### config.mk
export PLATFORM = sky130hd
export DESIGN_NAME = shiftreg_spi_ctrl
export DESIGN_NICKNAME = d
export VERILOG_FILES = /design/src/rtl/shiftreg_spi_ctrl.sv
export SDC_FILE = /design/constraint.sdc
export NUM_CORES = 1
export LEC_CHECK = 0
export CAP_MARGIN = 25
export CELL_PAD_IN_SITES_DETAIL_PLACEMENT = 2
export CELL_PAD_IN_SITES_GLOBAL_PLACEMENT = 2
export CORE_ASPECT_RATIO = 0.8
export CORE_MARGIN = 2
export CORE_UTILIZATION = 28
export CTS_CLUSTER_DIAMETER = 50
export DETAILED_ROUTE_END_ITERATION = 8
export GPL_ROUTABILITY_DRIVEN = 0
export GPL_TIMING_DRIVEN = 0
export PLACE_DENSITY = 0.91
export SYNTH_ARGS = -nofsm -noshare
export SYNTH_HDL_FRONTEND = slang
export SYNTH_SLANG_ARGS = --single-unit
export TNS_END_PERCENT = 20
### constraint.sdc
create_clock -name CLK -period 4.2 [get_ports CLK]
set_input_delay 0.42 -clock CLK [delete_from_list [all_inputs] [get_ports CLK]]
set_output_delay 0.42 -clock CLK [all_outputs]
set_load 0.03 [all_outputs]
### src/rtl/shiftreg_spi_ctrl.sv
// shiftreg_spi_ctrl: byte-serial SPI master that sequences an external
// 8-bit shift register (clr/ld/shift/din/si/dout/so).
//
// Ports:
//   CLK, clr              clock, synchronous active-high reset
//   start, nbytes         frame request and byte count (sampled in idle)
//   tx_data, tx_rd        show-ahead transmit byte and its consume pulse
//   rx_data, rx_valid     last received byte and its update pulse
//   busy, done            frame in progress, end-of-frame pulse
//   sck, cs_n, mosi, miso serial bus (CPOL=0, CPHA=0)
//   sr_clr, sr_ld, sr_shift, sr_din, sr_si, sr_dout, sr_so
//                         external shift register interface
//
// Parameters: CLK_DIV (sck half period in CLK cycles, 1..255),
//             CNT_W (width of nbytes).
// Build option: define SHIFTREG_SPI_CTRL_LSB_FIRST_EN to put bytes on
// the wire LSB first; timing is the same in both builds.

module shiftreg_spi_ctrl #(
  parameter int CLK_DIV = 4,
  parameter int CNT_W   = 4
) (
  input  logic             CLK,
  input  logic             clr,
  input  logic             start,
  input  logic [CNT_W-1:0] nbytes,
  input  logic [7:0]       tx_data,
  output logic             tx_rd,
  output logic [7:0]       rx_data,
  output logic             rx_valid,
  output logic             busy,
  output logic             done,
  output logic             sck,
  output logic             cs_n,
  input  logic             miso,
  output logic             sr_clr,
  output logic             sr_ld,
  output logic             sr_shift,
  output logic [7:0]       sr_din,
  output logic             sr_si,
  input  logic [7:0]       sr_dout,
  input  logic             sr_so,
  output logic             mosi
);

  localparam logic [7:0] DIV_LAST = 8'(CLK_DIV - 1);
  localparam logic [CNT_W-1:0] REM_ONE = CNT_W'(1);

  typedef enum logic [2:0] {
    IDLE,
    LOAD,
    LOW,
    HIGH,
    NEXT,
    FINISH,
    FDONE
  } state_t;

  state_t           state;
  state_t           state_n;
  logic [7:0]       div_cnt;
  logic [7:0]       div_n;
  logic [2:0]       bit_cnt;
  logic [2:0]       bit_n;
  logic [CNT_W-1:0] byte_rem;
  logic [CNT_W-1:0] rem_n;
  logic             miso_s1;
  logic             miso_s2;
  logic             miso_q;
  logic             div_zero;
  logic             rx_load;
  logic             miso_take;
  logic             active_n;
  logic [7:0]       tx_wire;
  logic [7:0]       rx_wire;

  function automatic logic [7:0] rev8(input logic [7:0] v);
    logic [7:0] r;
    for (int i = 0; i < 8; i++) begin
      r[i] = v[7-i];
    end
    return r;
  endfunction

`ifdef SHIFTREG_SPI_CTRL_LSB_FIRST_EN
  assign tx_wire = rev8(tx_data);
  assign rx_wire = rev8(sr_dout);
`else
  assign tx_wire = tx_data;
  assign rx_wire = sr_dout;
`endif

  assign div_zero = (div_cnt == 8'd0);
  assign mosi     = sr_so;
  assign sr_clr   = clr | done;

  always_comb begin
    state_n  = state;
    div_n    = div_cnt;
    bit_n    = bit_cnt;
    rem_n    = byte_rem;
    tx_rd    = 1'b0;
    sr_ld    = 1'b0;
    sr_din   = 8'h00;
    sr_shift = 1'b0;
    sr_si    = 1'b0;
    rx_load  = 1'b0;
    done     = 1'b0;
    unique case (state)
      IDLE: begin
        if (start && (nbytes != '0)) begin
          rem_n   = nbytes;
          state_n = LOAD;
        end
      end
      LOAD: begin
        sr_ld   = 1'b1;
        sr_din  = tx_wire;
        tx_rd   = 1'b1;
        bit_n   = 3'd0;
        div_n   = DIV_LAST;
        state_n = LOW;
      end
      LOW: begin
        if (div_zero) begin
          div_n   = DIV_LAST;
          state_n = HIGH;
        end else begin
          div_n = div_cnt - 8'd1;
        end
      end
      HIGH: begin
        if (div_zero) begin
          sr_shift = 1'b1;
          sr_si    = miso_q;
          bit_n    = bit_cnt + 3'd1;
          if (bit_cnt == 3'd7) begin
            state_n = NEXT;
          end else begin
            div_n   = DIV_LAST;
            state_n = LOW;
          end
        end else begin
          div_n = div_cnt - 8'd1;
        end
      end
      NEXT: begin
        rx_load = 1'b1;
        rem_n   = byte_rem - REM_ONE;
        if (byte_rem == REM_ONE) begin
          div_n   = DIV_LAST;
          state_n = FINISH;
        end else begin
          state_n = LOAD;
        end
      end
      FINISH: begin
        if (div_zero) begin
          state_n = FDONE;
        end else begin
          div_n = div_cnt - 8'd1;
        end
      end
      FDONE: begin
        done    = 1'b1;
        state_n = IDLE;
      end
      default: state_n = IDLE;
    endcase
  end

  // miso_q is captured at the rising edge and then keeps following the
  // synchronizer through the high phase, so the bit shifted in at the
  // falling edge has had the whole high phase to clear the two flops.
  assign miso_take = ((state == LOW) && div_zero) || (state == HIGH);

  assign active_n = (state_n == LOAD) || (state_n == LOW) ||
                    (state_n == HIGH) || (state_n == NEXT);

  always_ff @(posedge CLK) begin
    if (clr) begin
      state    <= IDLE;
      div_cnt  <= 8'd0;
      bit_cnt  <= 3'd0;
      byte_rem <= '0;
      miso_s1  <= 1'b0;
      miso_s2  <= 1'b0;
      miso_q   <= 1'b0;
      rx_data  <= 8'h00;
      rx_valid <= 1'b0;
      sck      <= 1'b0;
      cs_n     <= 1'b1;
      busy     <= 1'b0;
    end else begin
      state    <= state_n;
      div_cnt  <= div_n;
      bit_cnt  <= bit_n;
      byte_rem <= rem_n;
      miso_s1  <= miso;
      miso_s2  <= miso_s1;
      if (miso_take) begin
        miso_q <= miso_s2;
      end
      // rx_valid is registered so it rises together with the new rx_data
      rx_valid <= rx_load;
      if (rx_load) begin
        rx_data <= rx_wire;
      end
      sck  <= (state_n == HIGH);
      cs_n <= !active_n;
      busy <= (state_n != IDLE) && (state_n != FDONE);
    end
  end

endmodule

Word-level counts from Yosys, hierarchy flattened --
Index checks and enable logic that the tools add are counted.
Word-level totals: register bits 33, bits of input ports 25, output and inout port bits 27, logic and storage cells 77
Operators by class: add/sub/neg operators 3, eq/ne operators 18, muxes and demuxes 25, bitwise logic cells 1, reductions and logical operators 18
Operators with widths (count):
- 8-bit 2-to-1 mux | 6
- 8-bit case mux with 5 select lines | 1
- 3-bit 2-to-1 mux | 7
- 3-bit case mux with 6 select lines | 1
- 3-bit equality test (second input constant) | 5
- 3-bit by 2-bit equality test with 1-bit output (second input constant) | 4
- 8-bit logical NOT | 1
- 2-bit != test (second input constant) | 4
- 4-bit case mux with 2 select lines | 1
- 8-bit by 1-bit subtractor with 8-bit output (second input constant) | 1
- 1-bit 2-to-1 mux | 7
- 3-bit by 1-bit equality test with 1-bit output (second input constant) | 2
- 3-bit != test (second input constant) | 2
- 3-bit case mux with 2 select lines | 1
- 5-bit nonzero test | 1
- 4-bit by 1-bit equality test with 1-bit output (second input constant) | 1
- 1-bit logical OR | 4
- 4-bit 2-to-1 mux | 1
- 2-bit AND reduction | 2
- 4-bit AND reduction | 1
- 2-bit nonzero test | 2
- 4-bit nonzero test | 1
- 4-bit by 1-bit subtractor with 4-bit output (second input constant) | 1
- 3-bit by 1-bit adder with 3-bit output (second input constant) | 1
- other kinds (5) | 7

Longest topological paths before layout --
Gate-level depths: netlist of run 1.
word-level depth 9, depth in mapped cells 7, gate-level depth less buffers 6

Worst setup path after synthesis of run 1 --
OpenSTA, ideal clock, no wires.
kind register -> output, start register div_cnt[0], end output sr_si, arrival 1.780 ns, data required time 3.780 ns, path slack 2.000 ns, stages on the path, launching flop included 7, path buffers 0, cell sequence dfxtp_1 > inv_1 > ha_1 > nor3b_2 > nand4_1 > inv_1 > and2_1
On the way: cells in the longest elaborated chain, start to end 3
RTL lines:
- from (decl) | line 61 | logic [7:0] div_cnt;
- from (signal assigned) | line 196 | div_cnt <= div_n;
- 8-bit logical NOT | line 93 | assign div_zero = (div_cnt == 8'd0);
- 1-bit 2-to-1 mux | line 133 | if (div_zero) begin
- 1-bit 2-to-1 mux | line 109 | unique case (state)
- to (decl) | line 40 | output logic sr_si,
Every way passes these cells.

Worst setup path after layout of run 1 --
Ends and elaborated chain as after synthesis.

==> results of run 1 <==
==> per-layer routing <==
layer  GRT usage  vias to the layer above  part of all wire  wire [um]
li1            -                      852                 -          -
met1      0.2290                      862              0.48       2729
met2      0.2949                       36              0.46       2576
met3     0.03951                        6             0.044        249
met4     0.05970                        0             0.013         73
met5           0                        -                 0          0
==> power by group <==
group	total (uW)	switching (uW)	internal, uW
registers	362	25.2	337
clock network	229	114	115
logic	330	193	136
total	921	333	588
==> worst max-delay path, stage by stage (launching register included) <==
cell and delay [ps]:
dfxtp_1 320, inv_1 100, ha_1 240, nor3b_2 520, nand4_1 320, inv_1 140, and2_1 130, clkdlybuf4s50_1 670
==> layout make-up <==
cell class	count	area, um2
Sequential cell	33	660.6
Buffer	12	57.56
Multi-Input combinational cell	153	977.2
Inverter	10	37.54
Clock inverter	2	10.01
Clock buffer	6	72.57
Fill cell	689	3526
Tap cell	81	101.3
Timing Repair Buffer	50	500.5
==> cell usage after synthesis (2+ instances only) <==
cell      number  area share
mux2i_1        2       0.012
nor2b_1        7       0.025
nor2_1        10       0.022
dfxtp_1       33        0.38
nand4_1        2      0.0072
inv_1         10       0.022
and2_1         9       0.032
nor3_1         7       0.020
a31oi_1        3       0.011
o21a_1         2      0.0087
nand3_1        6       0.017
or3_1          2      0.0072
clkbuf_1       6       0.013
nand2_1       24       0.052
o31ai_1        5       0.022
nand3b_1       4       0.017
a21oi_1       21       0.061
nor3b_1        3       0.013
buf_4          2      0.0087
a211oi_1       2      0.0087
nand2b_1       5       0.018
or3_2          2      0.0087
o21ai_0        5       0.014
buf_2          4       0.012
or4_1          5       0.022
ha_1           5       0.036
a221oi_1       2       0.010
==> through the flow <==
step | power (uW) | hold slack, ps | std cells | setup WS (ps)
CTS | 933.2 | 456.2 | 347 | 1044
finish | 920.9 | 447.3 | 347 | 1053
detailed placement | 696.7 | 444.3 | 339 | 1375
floorplan | 582.5 | 413.8 | 208 | 2000
global placement | 680.6 | 419.8 | 339 | 1428
global route | 983.7 | 467.3 | 347 | 887.4
==> cells by family (layout without fill, tap and decap cells) <==
group / after synthesis / count (layout)
compound gates: 50 / 50
xor+xnor: 1 / 1
fa+ha+maj: 5 / 5
buf+inv: 22 / 80
flops: 33 / 33
mux: 2 / 2
simple gates: 95 / 95
==> state kept, by name (all words and copies together), names as in the netlist, 3 cells and up <==
signal    cells
byte_rem      4
bit_cnt       3
state         3
div_cnt       8
rx_data       8
==> path summary, 6_finish.rpt <==
| check | endpoint | cells after the start | start |
|---|---|---|---|
| min reg2reg | miso_s2$_SDFF_PP0_ | 1 | miso_s1$_SDFF_PP0_ |
| max reg2reg | div_cnt[3]$_SDFFE_PP0P_ | 6 | byte_rem[0]$_SDFFE_PP0P_ |
| min | miso_s2$_SDFF_PP0_ | 1 | miso_s1$_SDFF_PP0_ |
| max | sr_si | 7 | div_cnt[0]$_SDFFE_PP0P_ |
==> run_results.csv, run 1 <==
group,metric,value,unit
placed_design,dp_hpwl,4386,um
setup_path,cp.arrival,2730,ps
drt,initialDrtViolationCount,53,
setup_path,r2r_setup_slack,1900,ps
logic_synthesis,synth-seq-cells,33,
final_layout,fin_area,2417,um2
clock_network,cts_tree,"yes",
hold_path,hold_path_class,"flop to flop",
clock_network,clk_pin_slew_worst_paths,60,ps
clock_network,cts_max_level,2,
job,maxCapViolCount,0,
logic_synthesis,synth.area.mux_share,0.01155,
final_layout,synthToLayoutAreaGrowth,39.49,%
setup_path,path_class,"flop to primary output",
clock_network,clk_latency,280,ps
die,dieArea,6838,um2
logic_synthesis,synth_top_family_by_area,"simple AND/OR/NAND/NOR gates",
logic_synthesis,yosysWarnings,0,
final_layout,utilization,0.4067,
logic_synthesis,syn_area,1733,um2
timing,rsz0062_at_grt,"no",
die,rows,25,
setup_path,crit_path_end_kind,"primary output",
logic_synthesis,syn_inst,208,
timing,period_share,0.7493,
grt,overflow,0,
setup_path,crit_fanout,6,
drt,route.detailed.drc,0,
clock_network,clock_path_buffers,2,
final_layout,fin_nets,295,
die,ios,52,
die,die_w,91.96,um
grt,gr-usage-all-layers,0.1762,
logic_synthesis,synthFlopType,"dfxtp_1",
timing,fmax,0.3177,GHz
status,status,"finished clean",
timing,finalHoldViolCount,0,
clock_network,cts_resized,0,
setup_path,cp.required,3780,ps
timing,fin_setup_tns,0,ps
timing,worst_pin_slew,798.0,ps
logic_synthesis,synth_compound_area_frac,0.1942,
clock_network,holdBufCountCts,0,
clock_network,cts_sinks,33,
power,powerDensity,381.0,nW/um2
drt,viasPerCell,5.061,
final_layout,diodes,0,
clock_network,root_buffer,"clkbuf_8",
setup_path,cp-start-kind,"flop",
logic_synthesis,synthAdderAreaFrac,0.03610,
power,p_leak,0.0009151,uW
drt,wirelength,5629,um
timing,period_needed,3147,ps
power,max-vdd-ir-drop,0.1513,mV
die,start_util,0.2916,
drt,ant_nets,0,
die,core,5943,um2
drt,via_count,1756,
logic_synthesis,yosys.area_share.simple,0.3170,
grt,grt_antenna_before_repair,0,
timing,fin_skew,7.177,ps
logic_synthesis,synth-xor-area-share,0.005054,
final_layout,final_common_cell,"clkdlybuf4s50_1",
grt,grt_max_degree,12,
logic_synthesis,synth-seq-area-share,0.3812,
clock_network,numCtsBuffers,5,
logic_synthesis,syn_nets,238,
logic_synthesis,synthArstFlopShare,0,
final_layout,layout_common_cells,"clkdlybuf4s50_1, dfxtp_1, nand2_1",
drt,wire_per_inst,16.22,um
grt,grt_pass1_wl,9397,um
logic_synthesis,synth.distinct_cells,47,
timing,setup_viol,0,
logic_synthesis,syn_avg_cell_area,8.331,um2
die,fp.dieH,74.37,um
grt,grt_pass1_vias,1845,
placed_design,port_buffers,50,
drt,drtPass1Iterations,4,
logic_synthesis,synth-edff-count,0,
timing,drv_slew,0,
timing,slew_headroom,0.4635,
clock_network,cts_setup_buffers,0,
placed_design,placed_area,2335,um2
final_layout,drive_gt1_frac,0.08647,
No activity file was read; power rests on OpenSTA's default activity.
==> run 2: changes to the inputs <==
--- a/config.mk
+++ b/config.mk
@@ -10,12 +10,12 @@
 export CELL_PAD_IN_SITES_GLOBAL_PLACEMENT = 2
 export CORE_ASPECT_RATIO = 0.8
 export CORE_MARGIN = 2
-export CORE_UTILIZATION = 28
+export CORE_UTILIZATION = 26
 export CTS_CLUSTER_DIAMETER = 50
 export DETAILED_ROUTE_END_ITERATION = 8
 export GPL_ROUTABILITY_DRIVEN = 0
 export GPL_TIMING_DRIVEN = 0
-export PLACE_DENSITY = 0.91
+export PLACE_DENSITY = 0.86
 export SYNTH_ARGS = -nofsm -noshare
 export SYNTH_HDL_FRONTEND = slang
 export SYNTH_SLANG_ARGS = --single-unit
==> constraint.sdc (replaced) <==
create_clock -name CLK -period 3.3 [get_ports CLK]
set_input_delay 0.33 -clock CLK [delete_from_list [all_inputs] [get_ports CLK]]
set_output_delay 0.33 -clock CLK [all_outputs]
set_load 0.03 [all_outputs]
==> run_results.csv, run 2 (synthesis results as in run 1) <==
group,metric,value,unit
final_layout,top_regs,"div_cnt (8), rx_data (8), byte_rem (4)",
die,fp.dieH,77.02,um
drt,wire_per_inst,16.78,um
drt,via_count,1767,
drt,route.detailed.drc,0,
grt,grt_max_degree,12,
setup_path,cp-start-kind,"flop",
final_layout,fin_area,2425,um2
grt,overflow,0,
drt,wirelength,5857,um
hold_path,worst_hold_startpoint,"miso_s1$_SDFF_PP0_",
grt,grt_pass1_vias,1882,
setup_path,crit_path_end_kind,"primary output",
timing,period_share,0.9215,
grt,grt_pass1_wl,9584,um
clock_network,root_buffer,"clkbuf_8",
grt,gr-usage-all-layers,0.1680,
hold_path,hold_path_class,"flop to flop",
clock_network,cts_max_level,2,
timing,fin_setup_tns,0,ps
setup_path,cp.required,2970,ps
final_layout,synthToLayoutAreaGrowth,39.93,%
power,p_leak,0.0009145,uW
die,start_util,0.2704,
final_layout,final_common_cell,"clkdlybuf4s50_1",
timing,fin_skew,4.528,ps
final_layout,final_cells,349,
timing,finalHoldViolCount,0,
placed_design,port_buffers,50,
clock_network,holdBufCountCts,0,
die,ios,52,
clock_network,cts_setup_buffers,0,
clock_network,clk_latency,280,ps
job,maxCapViolCount,0,
die,dieArea,7338,um2
setup_path,cp.arrival,2710,ps
timing,worst_pin_slew,824.5,ps
die,rows,26,
setup_path,crit_fanout,6,
drt,viasPerCell,5.063,
setup_path,reg2reg_depth,6,
grt,grt_antenna_before_repair,0,
setup_path,r2r-end,"div_cnt[6]$_SDFFE_PP0P_",
status,status,"finished clean",
final_layout,drive_gt1_frac,0.08302,
setup_path,rr_startpoint,"byte_rem[0]$_SDFFE_PP0P_",
timing,period_needed,3041,ps
placed_design,placed_area,2338,um2
placed_design,numPlacedInstances,342,
setup_path,path_class,"flop to primary output",
clock_network,cts_tree,"yes",
clock_network,clk_pin_slew_worst_paths,70,ps
setup_path,r2r_setup_slack,930,ps
clock_network,cts_sinks,33,
timing,setup_viol,0,
timing,fmax,0.3289,GHz
hold_path,worstHoldPathCells,1,
final_layout,utilization,0.3784,
timing,rsz0062_at_grt,"no",
clock_network,numCtsBuffers,5,
final_layout,fin_nets,295,
die,core,6409,um2
final_layout,layout_common_cells,"clkdlybuf4s50_1, dfxtp_1, nand2_1",
power,max-vdd-ir-drop,0.1861,mV
clock_network,clock_path_buffers,2,
drt,drtPass1Iterations,4,
timing,slew_headroom,0.4470,
clock_network,cts_resized,0,
power,powerDensity,490.7,nW/um2
timing,drv_slew,0,
final_layout,diodes,0,
drt,initialDrtViolationCount,72,
placed_design,dp_hpwl,4432,um
die,die_w,95.28,um
drt,ant_nets,0,
hold_path,min_to,"miso_s2$_SDFF_PP0_",
[run 2: cell count changes in the layout (fill, tap and decap cells not counted)]
cell,delta
clkbuf_8,+1
clkinv_2,-2
[run 2: worst max-delay path: stages (launching register included)]
cell,delay (ps)
dfxtp_1,330
inv_1,100
ha_1,240
nor3b_2,500
nand4_1,330
inv_1,140
and2_1,130
clkdlybuf4s50_1,670
[run 2: area by class of cell]
type,instances,area [um2]
sequential,33,660.6
timing repair buffer,50,500.5
fill,739,3984
clock buffer,7,86.33
multi-input combinational,153,977.2
inverter,10,37.54
buffer,12,57.56
tap,84,105.1
[run 2: power breakdown]
| group | switching [uW] | internal [uW] | total [uW] |
|---|---|---|---|
| Sequential | 32.9 | 429 | 462 |
| Clock | 143 | 166 | 308 |
| Combinational | 246 | 174 | 420 |
| Total | 422 | 768 | 1190 |
[run 2: per-layer routing]
metal / GRT usage / up-vias / routed length [um]
li1: - / 853 / -
met1: 0.2368 / 874 / 2896
met2: 0.2570 / 38 / 2685
met3: 0.03242 / 2 / 234
met4: 0.05072 / 0 / 41
met5: 0 / - / 0
[run 2: worst max-delay path by stage]
stage,startpoint,to,depth (start not counted)
global route,div_cnt[0]$_SDFFE_PP0P_,sr_si,7
CTS,div_cnt[0]$_SDFFE_PP0P_,sr_si,7
finish,div_cnt[0]$_SDFFE_PP0P_,sr_si,7
floorplan,div_cnt[0]$_SDFFE_PP0P_,sr_si,6
detailed placement,div_cnt[0]$_SDFFE_PP0P_,sr_si,7
global placement,div_cnt[0]$_SDFFE_PP0P_,sr_si,7
[run 2: per-stage QoR]
step	hold WS, ps	total power (uW)	worst slack [ps]
after global routing	473.7	1264	63.66
after CTS	453.1	1200	242.8
final	449.1	1190	259.2
after global placement	420.1	868.0	606.9
after detailed placement	436.1	885.6	599.8
after floorplan	401.6	741.3	1190
==> run 3: changes to the inputs <==
--- a/config.mk
+++ b/config.mk
@@ -16,6 +16,7 @@
 export GPL_ROUTABILITY_DRIVEN = 0
 export GPL_TIMING_DRIVEN = 0
 export PLACE_DENSITY = 0.86
+export SLEW_MARGIN = 30
 export SYNTH_ARGS = -nofsm -noshare
 export SYNTH_HDL_FRONTEND = slang
 export SYNTH_SLANG_ARGS = --single-unit
==> results of run 3 <==
Final layout, timing and power as in run 2 (identical DEF).
